==> src/rtl/pulse_flash_if.sv <==
// rtl/pulse_flash_if.sv - event strobe in, indicator/status out for pulse_flash
interface pulse_flash_if #(
  parameter int PEND_W = 3
);
  logic              pulse_in;
  logic              flash_out;
  logic              busy;
  logic [PEND_W-1:0] pending;
  logic              ovf;

  modport master (output pulse_in, input flash_out, busy, pending, ovf);
  modport slave  (input pulse_in, output flash_out, busy, pending, ovf);
endinterface

==> src/rtl/pulse_flash.sv <==
// rtl/pulse_flash.sv - stretches event pulses into fixed flashes with a dark gap, queueing extras
module pulse_flash #(
  parameter int ON_CYCLES  = 2000,
  parameter int OFF_CYCLES = 2000,
  parameter int CNT_W      = 14,
  parameter int PEND_W     = 3
) (
  input  logic            clk,
  input  logic            rst,
  pulse_flash_if.slave    bus
);
  localparam logic [1:0] S_IDLE = 2'd0;
  localparam logic [1:0] S_ON   = 2'd1;
  localparam logic [1:0] S_GAP  = 2'd2;

  localparam logic [CNT_W-1:0]  ON_LAST  = CNT_W'(ON_CYCLES - 1);
  localparam logic [CNT_W-1:0]  OFF_LAST = CNT_W'(OFF_CYCLES - 1);
  localparam logic [PEND_W-1:0] PEND_MAX = '1;

  logic [1:0]        state;
  logic [CNT_W-1:0]  cnt;
  logic              flash_r;
  logic [PEND_W-1:0] pend;
  logic              ovf_r;

  logic              gap_done;
  logic              queuing;
  logic              consume;
  logic [PEND_W-1:0] pend_nxt;
  logic              ovf_nxt;

  // A pulse on the consuming cycle cancels the decrement, so a full queue never drops it.
  always_comb begin
    gap_done = (state == S_GAP) && (cnt == OFF_LAST);
    queuing  = bus.pulse_in && (state != S_IDLE);
    consume  = gap_done && ((pend != '0) || bus.pulse_in);
    pend_nxt = pend;
    ovf_nxt  = ovf_r;
    if (consume && !queuing) begin
      pend_nxt = pend - PEND_W'(1);
    end else if (queuing && !consume) begin
      if (pend == PEND_MAX) ovf_nxt = 1'b1;
      else                  pend_nxt = pend + PEND_W'(1);
    end
  end

  always_ff @(posedge clk) begin
    if (rst) begin
      state   <= S_IDLE;
      cnt     <= '0;
      flash_r <= 1'b0;
      pend    <= '0;
      ovf_r   <= 1'b0;
    end else begin
      pend  <= pend_nxt;
      ovf_r <= ovf_nxt;
      case (state)
        S_IDLE: begin
          if (bus.pulse_in) begin
            state   <= S_ON;
            cnt     <= '0;
            flash_r <= 1'b1;
          end
        end
        S_ON: begin
          if (cnt == ON_LAST) begin
            state   <= S_GAP;
            cnt     <= '0;
            flash_r <= 1'b0;
          end else begin
            cnt <= cnt + CNT_W'(1);
          end
        end
        S_GAP: begin
          if (gap_done) begin
            cnt <= '0;
            if (consume) begin
              state   <= S_ON;
              flash_r <= 1'b1;
            end else begin
              state <= S_IDLE;
            end
          end else begin
            cnt <= cnt + CNT_W'(1);
          end
        end
        default: begin
          state   <= S_IDLE;
          cnt     <= '0;
          flash_r <= 1'b0;
        end
      endcase
    end
  end

  assign bus.flash_out = flash_r;
  assign bus.busy      = (state != S_IDLE);
  assign bus.pending   = pend;
  assign bus.ovf       = ovf_r;
endmodule
==> src/flat_wrapper.sv <==
// flat-port wrapper written by rule: the top's interface ports become plain ports
module pulse_flash_flat 
#(
  parameter int ON_CYCLES  = 2000,
  parameter int OFF_CYCLES = 2000,
  parameter int CNT_W      = 14,
  parameter int PEND_W     = 3
)
  (clk, rst, bus_pulse_in, bus_flash_out, bus_busy, bus_pending, bus_ovf);
  pulse_flash_if #(.PEND_W(PEND_W)) bus_i ();
  input  logic clk;
  input  logic rst;
  input wire logic [$bits(bus_i.pulse_in)-1:0] bus_pulse_in;
  output wire logic [$bits(bus_i.flash_out)-1:0] bus_flash_out;
  output wire logic [$bits(bus_i.busy)-1:0] bus_busy;
  output wire logic [$bits(bus_i.pending)-1:0] bus_pending;
  output wire logic [$bits(bus_i.ovf)-1:0] bus_ovf;
  assign bus_i.pulse_in = bus_pulse_in;
  assign bus_flash_out = bus_i.flash_out;
  assign bus_busy = bus_i.busy;
  assign bus_pending = bus_i.pending;
  assign bus_ovf = bus_i.ovf;
  pulse_flash #(.ON_CYCLES(ON_CYCLES), .OFF_CYCLES(OFF_CYCLES), .CNT_W(CNT_W), .PEND_W(PEND_W)) u_core (.clk(clk), .rst(rst), .bus(bus_i));
endmodule
==> config.mk <==
export PLATFORM = sky130hd
export DESIGN_NAME = pulse_flash_flat
export DESIGN_NICKNAME = d
export VERILOG_FILES = /design/src/rtl/pulse_flash_if.sv /design/src/rtl/pulse_flash.sv /design/src/flat_wrapper.sv
export SDC_FILE = /design/constraint.sdc
export NUM_CORES = 1
export LEC_CHECK = 0
export ABC_AREA = 1
export BUFFER_PORTS_ARGS = -buffer_cell sky130_fd_sc_hd__buf_4
export CORE_UTILIZATION = 50
export DETAILED_ROUTE_END_ITERATION = 8
export MAX_ROUTING_LAYER = met4
export PLACE_DENSITY = 0.81
export SYNTH_ARGS = -nofsm -noshare
export SYNTH_HDL_FRONTEND = slang
export SYNTH_SLANG_ARGS = --single-unit
export TNS_END_PERCENT = 50
==> constraint.sdc <==
create_clock -name clk -period 1.9 [get_ports clk]
set_input_delay 0.38 -clock clk [delete_from_list [all_inputs] [get_ports clk]]
set_output_delay 0.38 -clock clk [all_outputs]
set_load 0.03 [all_outputs]
==> impl_metrics.toml <==
[status]
status = "finished, violations left"
violations = "negative setup slack"

[global_routing]
grt_overflow_total = 0
grt_antenna_before_repair = 0
grt_pass1_wl_um = 4730
grt_pass1_vias = 1148
grt_usage = 0.248
grt_max_degree = 14

[timing]
hold_viol = 0
rsz0062_at_grt = "true"
worst_pin_slew_ns = 0.269
fin_ws_ns = -0.0103
finalCritPeriodShare = 1.01
fin_setup_tns_ns = -0.0103
setup_violations = 1
max_freq_ghz = 0.523
period_minus_slack_ns = 1.91
relSlewSlack = 0.820
clock_skew_ns = 0.00751
drv_slew = 0

[placement]
dp_hpwl_um = 2240
io_buffers = 8
globalplace.congestion = 0.856

[setup_path]
arrival_ns = 2.13
required_ns = 2.12
crit_path_start_kind = "flop"
critPathCaptureType = "flop"
path_class = "flop to flop"
cp_max_fo = 3

[layout]
final_cell_mix = "34 x buf_4, 33 x nand2_1, 32 x nor2_1, 20 x inv_1, 13 x dfxtp_1"
fin_util = 0.726
layout_commonest_cell = "buf_4"
nets = 232
final_layout_size_suffix_gt1_frac = 0.364
area_growth_pct = 32.5
diodes = 0

[clock_network]
cts_buffers = 3
cts_tree = "built"
insertion_delay_ns = 0.32
ctsHoldBuffers = 0
htreeDepth = 1
clk_pin_slew_ns = 0.12
root_buffer = "clkbuf_4"
cts_sinks = 21
clockBufferDepth = 2

[yosys]
syn_inst = 185
seq_area_frac_synth = 0.337
yosys.area.top_type = "dfxtp_1"
synthTopCellsByArea = "dfxtp_1 34%, nor2_1 11%, nand2_1 10%"
synth_area_um2 = 1250
ys_ff_latch = 21
avgSynthCellArea_um2 = 6.74
syn-num-nets = 196
yosysWarnings = 0
synth_top_area_frac = 0.337
ys_types = 24

[floorplanning]
die_x_um = 52.0
dieArea_um2 = 2700
core_area_um2 = 2280
initial_core_util = 0.548
io-pin-count = 9
dieHeight_um = 52.0
num_rows = 17

[worst_hold_path]
holdCritPathClass = "input port to flop"

[drt]
drtPass1Iterations = 4
ant_nets = 0
drcViolationCount = 0
wirelength_um = 2920
vias = 1240
routed_via_density = 5.00
drt_iter0_drc = 27
wl_per_cell_um = 11.8

[power_and_ir_drop]
power_density_nw_per_um2 = 857
p_leak_uw = 0.000720
fin_total_pwr_uw = 1420
irDropWorstVdd_mv = 0.602

[run]
drv_cap = 0
==> logic make-up after synthesis <==
kind of cell    after synthesis  synth area share
compound gates               17            0.0732
flops                        21             0.337
buf+inv                      34             0.112
fa+ha+maj                     8            0.0863
xor+xnor                      8            0.0562
simple gates                 97             0.335
==> critical path: stages (launching register included) <==
cell	delay (ns)
dfxtp_2	0.35
inv_4	0.07
ha_4	0.14
inv_2	0.04
a21oi_2	0.11
nand3_2	0.10
inv_2	0.07
ha_4	0.12
inv_2	0.04
fa_2	0.35
xnor2_2	0.15
nand3_2	0.10
o21ai_2	0.13
a21oi_1	0.05
==> cell type report <==
cell class	count	area, um^2
sequential	21	435
inverter	31	119
multi-input combinational	130	782
clock buffer	4	26.3
tap	28	35.0
fill	175	623
timing repair buffer	34	255
==> registers in the layout, indices dropped and copies added (netlist names) <==
signal and cells:
u_core.bus.flash_out 1, u_core.state 2, u_core.bus.pending 3, u_core.bus.ovf 1, u_core.cnt 14
==> per-stage QoR <==
| stage | cells | setup slack, ns | cell area (um^2) | hold slack [ns] |
|---|---|---|---|---|
| 2_1_floorplan | 185 | -0.0182 | 1310 | 0.442 |
| 3_3_place_gp | 242 | -0.0146 | 1560 | 0.436 |
| 3_5_place_dp | 242 | -0.0970 | 1560 | 0.436 |
| 4_1_cts | 248 | -0.0507 | 1600 | 0.205 |
| 5_1_grt | 248 | -0.0865 | 1650 | 0.216 |
| 6_report | 248 | -0.0103 | 1650 | 0.214 |
==> where the power goes <==
group | internal (uW) | total [uW] | leakage, uW | switching (uW)
logic | 260 | 660 | 0.000531 | 400
clock network | 82.3 | 222 | 0.0000150 | 140
registers | 493 | 534 | 0.000174 | 41.6
==> what timing repair did <==
| item | CTS | global route |
|---|---|---|
| gates resized for setup | 3 | 14 |
| setup endpoints to repair | 2 | 5 |
| pin swaps | 5 | 2 |
| buffers inserted | 2 | 0 |
==> routing by layer <==
layer  global-route usage  routed length (um)  vias up
met2                0.429                1470       16
met5                    -                   0        -
li1                     -                   -      644
met3               0.0292                  66        5
met4                0.153                  70        0
met1                0.267                1320      575
==> final timing paths <==
kind	endpoint	cells after the start	slack, ns	startpoint
min	u_core.state[1]$_SDFFE_PP0P_	2	0.21	rst
max	u_core.bus.pending[2]$_SDFFE_PP0P_	13	-0.01	u_core.state[0]$_SDFFE_PP0P_
min reg2reg	u_core.bus.flash_out$_SDFFE_PP0P_	2	0.45	u_core.bus.flash_out$_SDFFE_PP0P_
max reg2reg	u_core.bus.pending[2]$_SDFFE_PP0P_	13	-0.01	u_core.state[0]$_SDFFE_PP0P_
==> cells in the mapped netlist <==
cell	number
nor2_1	36
nand2_1	34
inv_1	26
dfxtp_1	21
nand3_1	14
a21oi_1	8
ha_1	7
o21ai_0	6
xor2_1	6
inv_2	5
nand2_2	4
nor3_1	3
nand3_2	2
nand4_1	2
xnor2_1	2
buf_2	1
buf_4	1
buf_6	1
fa_1	1
nor2_2	1
o21a_1	1
o21bai_1	1
o22ai_1	1
or2_2	1
No activity file was read; power rests on OpenSTA's default activity.
